**src/rtl/inst_queue.sv**
```systemverilog
// Show-ahead circular instruction queue between fetch and issue, holding {inst, pc, pc_next}.
// Optional same-cycle fetch-to-issue bypass on an empty queue is enabled by defining IQ_BYPASS_EN.
module inst_queue #(
    parameter int  DEPTH = 8,
    localparam int PTR_W = $clog2(DEPTH)
) (
    input  logic             clk,
    input  logic             rst,
    input  logic             fetch_valid,
    input  logic [31:0]      fetch_inst,
    input  logic [31:0]      fetch_pc,
    input  logic [31:0]      fetch_pc_next,
    output logic             iq_full,
    input  logic             issue_req,
    output logic             iq_rvalid,
    output logic [31:0]      iq_inst,
    output logic [31:0]      iq_pc,
    output logic [31:0]      iq_pc_next,
    output logic [PTR_W:0]   iq_count,
    input  logic             flush
);

    localparam logic [PTR_W:0] FULL_COUNT = (PTR_W+1)'(DEPTH);

    logic [31:0]      inst_mem    [DEPTH];
    logic [31:0]      pc_mem      [DEPTH];
    logic [31:0]      pc_next_mem [DEPTH];
    logic [PTR_W-1:0] head_ptr;
    logic [PTR_W-1:0] tail_ptr;
    logic [PTR_W:0]   count;

    logic not_empty;
    logic bypass_take;
    logic push_en;
    logic pop_en;

    // Handshakes: fetch hands over an entry when fetch_valid && !iq_full and holds it otherwise;
    // the issuer takes the head when issue_req && iq_rvalid. flush overrides both.
    assign not_empty = (count != '0);
    assign iq_full   = (count == FULL_COUNT);
    assign iq_count  = count;

`ifdef IQ_BYPASS_EN
    logic bypass;
    assign bypass      = !not_empty && fetch_valid && !flush;
    assign bypass_take = bypass && issue_req;
    assign iq_rvalid   = not_empty || bypass;
    assign iq_inst     = bypass ? fetch_inst    : inst_mem[head_ptr];
    assign iq_pc       = bypass ? fetch_pc      : pc_mem[head_ptr];
    assign iq_pc_next  = bypass ? fetch_pc_next : pc_next_mem[head_ptr];
`else
    assign bypass_take = 1'b0;
    assign iq_rvalid   = not_empty;
    assign iq_inst     = inst_mem[head_ptr];
    assign iq_pc       = pc_mem[head_ptr];
    assign iq_pc_next  = pc_next_mem[head_ptr];
`endif

    // A bypassed instruction is consumed straight from fetch and never occupies a slot.
    assign push_en = fetch_valid && !iq_full && !flush && !bypass_take;
    assign pop_en  = issue_req && not_empty && !flush;

    always_ff @(posedge clk) begin
        if (push_en) begin
            inst_mem[tail_ptr]    <= fetch_inst;
            pc_mem[tail_ptr]      <= fetch_pc;
            pc_next_mem[tail_ptr] <= fetch_pc_next;
        end
    end

    always_ff @(posedge clk or negedge rst) begin
        if (!rst) begin
            head_ptr <= '0;
            tail_ptr <= '0;
            count    <= '0;
        end else if (flush) begin
            head_ptr <= '0;
            tail_ptr <= '0;
            count    <= '0;
        end else begin
            if (push_en) tail_ptr <= tail_ptr + 1'b1;
            if (pop_en)  head_ptr <= head_ptr + 1'b1;
            case ({push_en, pop_en})
                2'b10:   count <= count + 1'b1;
                2'b01:   count <= count - 1'b1;
                default: count <= count;
            endcase
        end
    end

`ifndef SYNTHESIS
    logic [PTR_W-1:0] ptr_diff;
    assign ptr_diff = tail_ptr - head_ptr;

    always @(posedge clk) begin
        if (rst) begin
            assert (count <= FULL_COUNT);
            assert ((count == FULL_COUNT) ? (ptr_diff == '0)
                                          : (!count[PTR_W] && (count[PTR_W-1:0] == ptr_diff)));
        end
    end
`endif

endmodule

```
**config.mk**
```make
export PLATFORM = sky130hd
export DESIGN_NAME = inst_queue
export DESIGN_NICKNAME = d
export VERILOG_FILES = /design/src/rtl/inst_queue.sv
export SDC_FILE = /design/constraint.sdc
export NUM_CORES = 1
export LEC_CHECK = 0
export CAP_MARGIN = 30
export CORE_ASPECT_RATIO = 0.5
export CORE_UTILIZATION = 50
export DETAILED_ROUTE_END_ITERATION = 10
export GPL_TIMING_DRIVEN = 0
export PLACE_DENSITY_LB_ADDON = 0.15
export SYNTH_ARGS = -nofsm -noshare
export SYNTH_HDL_FRONTEND = slang
export SYNTH_SLANG_ARGS = --single-unit
```
**constraint.sdc**
```tcl
create_clock -name clk -period 12.85 [get_ports clk]
set_input_delay 3.855 -clock clk [delete_from_list [all_inputs] [get_ports clk]]
set_output_delay 3.855 -clock clk [all_outputs]
set_load 0.01 [all_outputs]
```
Word-level counts from Yosys, hierarchy flattened --
Memories as Yosys holds them, arrays and structs flattened. Index checks and enable logic that the tools add are counted. Widths: inputs -> output; s select.
Storage, ports and cells: bits in latches 0, output and inout bits 102, bits in registers 10, memory bits (read-only) 0, logic and storage cells 31, input port bits 101, memory bits (writable) 768, memories 3
Memories:
- inst_mem | words 8, bits a word 32, read ports 1, clocked after memory_dff 0, wr ports 1, RTL line 25 | logic [31:0] inst_mem [DEPTH];
- pc_mem | words 8, bits a word 32, read ports 1, clocked after memory_dff 0, wr ports 1, RTL line 26 | logic [31:0] pc_mem [DEPTH];
- pc_next_mem | words 8, bits a word 32, read ports 1, clocked after memory_dff 0, wr ports 1, RTL line 27 | logic [31:0] pc_next_mem [DEPTH];
Operators by class: divide/modulo/power cells 0, bitwise operators 0, magnitude comparators 0, $mul 0, add/sub/neg operators 4, shift-type cells 0, reductions and logical operators 10, mux-type cells 8, equal/unequal tests 3
Operators by type and width (count):
- $mux 3 | 4
- $pmux 4 s2 | 1
- $add 3x1->3 const B | 2
- $add 4x1->4 const B | 1
- $eq 4x4->1 const B | 1
- $logic_and 1x1->1 | 4
- $mux 4 | 1
- $reduce_bool 2->1 | 2
- $reduce_bool 4->1 | 1
- $sub 4x1->4 const B | 1
- $reduce_bool 3->1 | 1
- $eq 2x1->1 const B | 1
- $eq 2x2->1 const B | 1
- $logic_not 1->1 | 2
- $mux 1 | 2

Logic depth before layout (Yosys ltp) --
Gate-level depths: netlist of the first run.
depth after elaboration 7, depth in mapped cells 9, depth with buffers taken out 8

Worst setup path after synthesis of the first run --
Ideal clock, no wire load.
path kind input to register, start point input fetch_valid, end point memory inst_mem[0][0] (enable), arrival time 10.908 ns, setup time 0.668 ns, cell stages on the path 4, slack 1.274 ns, required time 12.182 ns, path buffers 1, cells stage by stage clkbuf_1 -> and3b_1 -> nand2b_1 -> nor3_1
On the way: longest elaborated chain between the ends 4
RTL lines:
- start: declaration | RTL line 9 | input logic fetch_valid,
- $logic_and 1x1->1 (2 in series) | RTL line 60 | assign push_en = fetch_valid && !iq_full && !flush && !bypass_take;
- $mux 1 | RTL line 64 | if (push_en) begin
- $mux 1 (implied by the code) | RTL line 65 | inst_mem[tail_ptr] <= fetch_inst;
- end: declaration | RTL line 25
No other way between the ends.

Worst setup path after layout of the first run --
start point register head_ptr[0], end point output iq_pc_next[5]
On the way: longest elaborated chain between the ends 1
RTL lines:
- start: declaration | RTL line 28 | logic [PTR_W-1:0] head_ptr;
- start signal: assignment | RTL line 82 | if (pop_en) head_ptr <= head_ptr + 1'b1;
- $mem_v2 8x32
- end: declaration | RTL line 18 | output logic [31:0] iq_pc_next,
No other way between the ends.

==> out/results.txt, run 1 <==
status = finished, final reports clean
CTS Buf Count = 70
number of synthesized flops with an enable pin = 768
Hold Path Stages = 2
WL per Instance = 26.1 um
Synth Net Count = 1292
worst endpoint required time = 8990 ps
largest net degree at the start of global routing = 25
Gate power share = 22.4%
max incr delay on CP = 770 ps
Fmax = 130 MHz
fillers = 3917
critical path, cell by cell = clkbuf_1, clkbuf_1, buf_2, mux4_2, mux2_2, clkdlybuf4s50_1
# IOs = 203
maximum fanout along the worst path = 10
power per cell area = 178 nW/um^2
RSZ-0062 raised after global routing = false
synthesized area per cell = 24.8 sq um
Clock Tree Buf Depth = 3
placed cell count = 2207
buffers and inverters on the worst path = 4
Setup crit end kind = output port
layout overhead on the synthesized area = 20.8%
Root Buffer Master = clkbuf_16
Flop pwr share = 46.0%
count leader, synth = edfxtp_1
fin crit share = 59.7%
internal power = 0.00478 W
reg2reg path depth = 9
final wirelength = 60.9 mm
Slew @ Worst Pin = 1010 ps
clock skew = 16.2 ps
Worst setup startpoint = head_ptr[0]
Tightest Hold Check Type = reg2reg
CTS tree = built
final hold vios = 0
Leakage = 11.0 nW
crit start category = flop
die area = 59800 sq um
ys async rst share = 1.29%
max-slew violation count = 0
most used cell, CP = clkbuf_1
Routed Antenna Nets = 0
grt ovf = 0
Detailed Routing Iterations Pass 1 = 5
sequential fraction of the synthesis area = 79.3%
Worst-path clk slew = 60 ps
synth warn = 0
# port buffers = 201
via count = 13200
half-perimeter wire length after placement = 37.5 mm
endpoints failing setup = 0
Clock Latency Late Sink = 590 ps
Critical Path Slowest Stage Cell = clkbuf_1
post-layout util = 61.5%
Final min period = 7670 ps
Mapped Area = 29400 sq um
Worst Hold End = tail_ptr[2]
R2R Setup Slk = 9690 ps
initial antenna violation count = 1
Vias/cell = 5.67
Post-CTS Setup Repair Bufs = 0
Core ar. = 57700 sq um
GPL Wtd Cong = 0.742
worst hold start = tail_ptr[2]
area leader, netlist = edfxtp_1
Switching Share = 24.4%
clock sink count = 778
Hold-fix buffers, CTS = 0
arrival time of the worst setup path = 3810 ps
DRC = 0
Layout Nets = 1619
Synth cell types = 31
Gates resized, CTS repair = 0
Post-Layout Cell Count = 2334
Syn Inst Count = 1186
FF+latch count, synth = 778
Die Width = 345 um
slew margin rel. = 33.0%
Synth area leaders = edfxtp_1 78%, mux4_2 15%, mux2_2 3.7%, dfrtp_1 0.85%, clkbuf_1 0.43%
Max Cap Viol = 0
1st-iter DRT viols = 1024
area share of the largest cell type after synthesis = 78.5%
ys flop type = edfxtp_1
htree depth = 3
delay-heaviest family, CP = buffers and inverters
most common library cells after synthesis = 768 x edfxtp_1, 192 x mux4_2, 96 x mux2_2
fraction of layout cells with a size suffix above 1 = 29.7%
GRT Total Usage = 20.9%
vias in the first global route = 14200
reg2reg end = iq_count[3]
Die H = 173 um
Clock Power Share = 31.6%
std cell rows = 62
first-pass GRT wire length = 90.3 mm
Switch Pwr = 0.00154 W
starting density of the core = 50.9%
Peak VDD IR = 0.107 mV
Worst R2R Start = iq_count[1]
Total Power = 0.00633 W
worst setup path class = reg2out
==> worst max-delay path by stage <==
stage                        endpoint  slack (ps)  cells after the start
global route            iq_pc_next[5]        5050                      6
finish                  iq_pc_next[5]        5180                      6
CTS                     iq_pc_next[5]        5140                      6
floorplan              inst_mem[0][0]        1270                      4
detailed placement      iq_pc_next[5]        5810                      6
global placement    pc_next_mem[0][0]       -6270                      4
==> placed cells by master (no fill, tap or decap), types with 4 or more instances in the layout <==
cell,instances
clkinv_2,8
dfrtp_1,10
nor2_4,6
mux2_2,96
mux4_2,192
nand3_1,4
inv_6,4
edfxtp_1,768
buf_12,17
buf_6,23
ha_1,4
buf_2,20
buf_8,4
clkbuf_16,73
nand2_1,5
clkinv_1,14
mux2i_1,4
clkbuf_1,51
buf_16,9
bufinv_16,4
nor2_1,9
clkdlybuf4s50_1,201
==> cell type report <==
class / instances / area (sq um) / share of cell area [%]
sequential: 778 / 23300 / 65.7
multi-input combinational: 350 / 5880 / 16.6
timing repair buffer: 255 / 2920 / 8.24
clock buffer: 90 / 1890 / 5.33
tap: 768 / 961 / 2.71
clock inverter: 33 / 274 / 0.772
buffer: 57 / 240 / 0.677
antenna: 2 / 5.00 / 0.0141
inverter: 1 / 3.75 / 0.0106
==> flip-flops by register name, indices dropped and copies added, names as in the netlist <==
name,cells
iq_count,4
tail_ptr,3
head_ptr,3
pc_next_mem,256
pc_mem,256
inst_mem,256
==> worst reg2reg max path: stages, from the launching register on <==
cell and delay (ps):
dfrtp_1 480, or4b_1 550, clkbuf_2 180, a21oi_2 190, nor2b_1 300, ha_1 340, a21oi_1 280, nand2_1 120
or4b_1 510, o311ai_1 90
==> power by group through the flow <==
stage                     logic, W  registers, W  clock network [W]
after floorplan           0.000845       0.00297                  0
after global placement     0.00138       0.00299                  0
after detailed placement   0.00144       0.00296                  0
after CTS                  0.00145       0.00291            0.00204
after global routing       0.00151       0.00291            0.00214
final                      0.00142       0.00291            0.00200
==> cells by family after synthesis <==
kind of cell               synth area share (%)
xor gates and xnor gates                  0.179
AOI/OAI and AO/OA                         0.251
DFF                                        79.3
adders and majority gates                 0.238
muxes                                      18.5
buffers and inverters                     0.830
and+or+nand+nor                           0.630
==> metal layers <==
layer / up-vias / share of wire (%) / routed length (um) / global-route usage (%)
met5: - / 0 / 0 / 0
met4: 0 / 1.6 / 980 / 4.94
met3: 73 / 4.1 / 2530 / 3.43
met2: 285 / 54 / 32700 / 36.6
met1: 7092 / 41 / 24700 / 27.4
li1: 5773 / - / - / -
==> per-stage QoR <==
step | cell area, sq um | setup TNS (ps) | hold WS (ps) | worst slack, ps
after global placement | 32400 | -1736910 | 564 | -6270
after CTS | 35500 | 0 | 670 | 5140
after detailed placement | 33300 | 0 | 651 | 5810
after floorplan | 29400 | 0 | 544 | 1270
final | 35500 | 0 | 677 | 5180
after global routing | 35500 | 0 | 710 | 5050
Power figures use the tool's default switching activity.
==> inputs of run 2 (changes only) <==
- clock period: 12.85 -> 6.35 ns (I/O delays scaled with it)
==> run 2 against run 1 <==
Sequential share of layout area up 0.13 points. Via count is essentially flat. Combinational power increased by 100%. Worst setup slack got worse by 4500 ps. Routed wire length rose by 0.68%. Critical path type unchanged. Critical endpoint is now iq_inst[19]. Largest cell class unchanged. Largest power group unchanged.
==> out/results.txt, run 2 (synthesized netlist as in run 1, its figures left out) <==
status = finished, final reports clean
CTS Buf Count = 69
WL per Instance = 26.4 um
crit start category = flop
arrival time of the worst setup path = 3790 ps
final hold vios = 0
Leakage = 10.9 nW
std cell rows = 62
slew margin rel. = 30.6%
critical path, cell by cell = clkbuf_1, clkbuf_1, buf_2, mux4_2, mux2_2, clkdlybuf4s50_1
Reg area = 23300 sq um
maximum fanout along the worst path = 10
RSZ-0062 raised after global routing = false
first-pass GRT wire length = 90.8 mm
power per cell area = 358 nW/um^2
Critical Path Slowest Stage Cell = clkbuf_1
Vias/cell = 5.70
clock sink count = 778
DRC = 0
fin crit share = 89.8%
fraction of layout cells with a size suffix above 1 = 28.5%
worst setup path class = reg2out
Final min period = 5700 ps
Setup crit end kind = output port
final wirelength = 61.4 mm
Top Registers = inst_mem x256, pc_mem x256, pc_next_mem x256
layout overhead on the synthesized area = 20.6%
largest net degree at the start of global routing = 25
most frequent cells in the layout = 768 x edfxtp_1, 201 x clkdlybuf4s50_1, 192 x mux4_2
GRT Total Usage = 21.1%
clock skew = 13.8 ps
CTS tree = built
# port buffers = 201
Gates resized, CTS repair = 0
Clock Latency Late Sink = 600 ps
Detailed Routing Iterations Pass 1 = 5
Die Width = 345 um
grt ovf = 0
max-slew violation count = 0
Worst-path clk slew = 60 ps
Layout Nets = 1607
Setup TNS = 0 ps
1st-iter DRT viols = 1165
Routed Antenna Nets = 0
Hold-fix buffers, CTS = 0
half-perimeter wire length after placement = 37.7 mm
worst endpoint required time = 4450 ps
Fmax = 175 MHz
most used cell, CP = clkbuf_1
htree depth = 3
Multi-input gate area = 5890 sq um
Post-CTS Setup Repair Bufs = 0
GPL Wtd Cong = 0.728
# IOs = 203
starting density of the core = 50.9%
Clock Tree Buf Depth = 3
die area = 59800 sq um
Die H = 173 um
endpoints failing setup = 0
Peak VDD IR = 0.181 mV
Max Cap Viol = 0
Total Power = 0.0127 W
initial antenna violation count = 2
Core ar. = 57700 sq um
via count = 13200
Root Buffer Master = clkbuf_16
Slew @ Worst Pin = 1040 ps
fillers = 3960
Tightest Hold Check Type = reg2reg
vias in the first global route = 14200
most common cell after layout, fill and taps aside = edfxtp_1
max incr delay on CP = 780 ps
run 2: cell count changes in the layout (fill, tap and decap cells not counted), moves of 2 or more:
cell        previous run  this run
buf_12                17        22
buf_16                 9        15
buf_6                 23         0
bufinv_16              4         2
clkbuf_1              51        53
clkinv_1              14        20
clkinv_2               8         6
clkinvlp_4             2         0
inv_6                  4         0
nor3_2                 2         0
nor3_4                 0         2
run 2: per-layer routing:
metal / routed length, um / up-vias / track usage [%] / part of all wire (%)
li1: - / 5730 / - / -
met3: 2680 / 94 / 3.55 / 4.4
met4: 1340 / 0 / 5.98 / 2.2
met2: 32300 / 314 / 36.2 / 53
met1: 25100 / 7092 / 28.0 / 41
met5: 0 / - / 0 / 0
run 2: worst paths after layout:
| check | startpoint | endpoint | slack [ps] | cells after the start |
|---|---|---|---|---|
| max | head_ptr[0] | iq_inst[19] | 650 | 6 |
| min | tail_ptr[0] | tail_ptr[0] | 630 | 2 |
| max reg2reg | iq_count[0] | pc_next_mem[7][13] | 3250 | 8 |
| min reg2reg | tail_ptr[0] | tail_ptr[0] | 630 | 2 |
| max in group asynchronous | rst | iq_count[3] | 4360 | 1 |
| min in group asynchronous | rst | iq_count[2] | 1650 | 1 |
run 2: power by group:
| part | leakage (nW) | internal [W] | switching [W] |
|---|---|---|---|
| registers | 7.07 | 0.00582 | 0.0000672 |
| clock network | 1.01 | 0.00217 | 0.00174 |
| logic | 2.87 | 0.00160 | 0.00128 |
run 2: per-stage QoR:
stage               std cells  instance area, sq um  worst slack (ps)  hold slack (ps)  util (%)
global placement         2155                 32400             -5620              566      56.1
CTS                      2317                 35400               560              624      61.4
detailed placement       2197                 33400              1220              602      57.8
finish                   2320                 35400               650              629      61.4
floorplan                1186                 29400              -698              544         -
global route             2320                 35400               525              646      61.4
run 2: layout make-up:
type | instances | area share, %
Sequential cell | 778 | 65.8
Multi-Input combinational cell | 350 | 16.6
Timing Repair Buffer | 244 | 8.31
Clock buffer | 92 | 5.36
Tap cell | 768 | 2.71
Buffer | 57 | 0.678
Clock inverter | 28 | 0.466
Antenna cell | 2 | 0.0141
Inverter | 1 | 0.0106
run 2: worst max-delay path, delay by kind of cell (launching register included):
kind / cells / cell delay [ps]
mux: 2 / 860
buf+inv: 4 / 1970
flops: 1 / 370
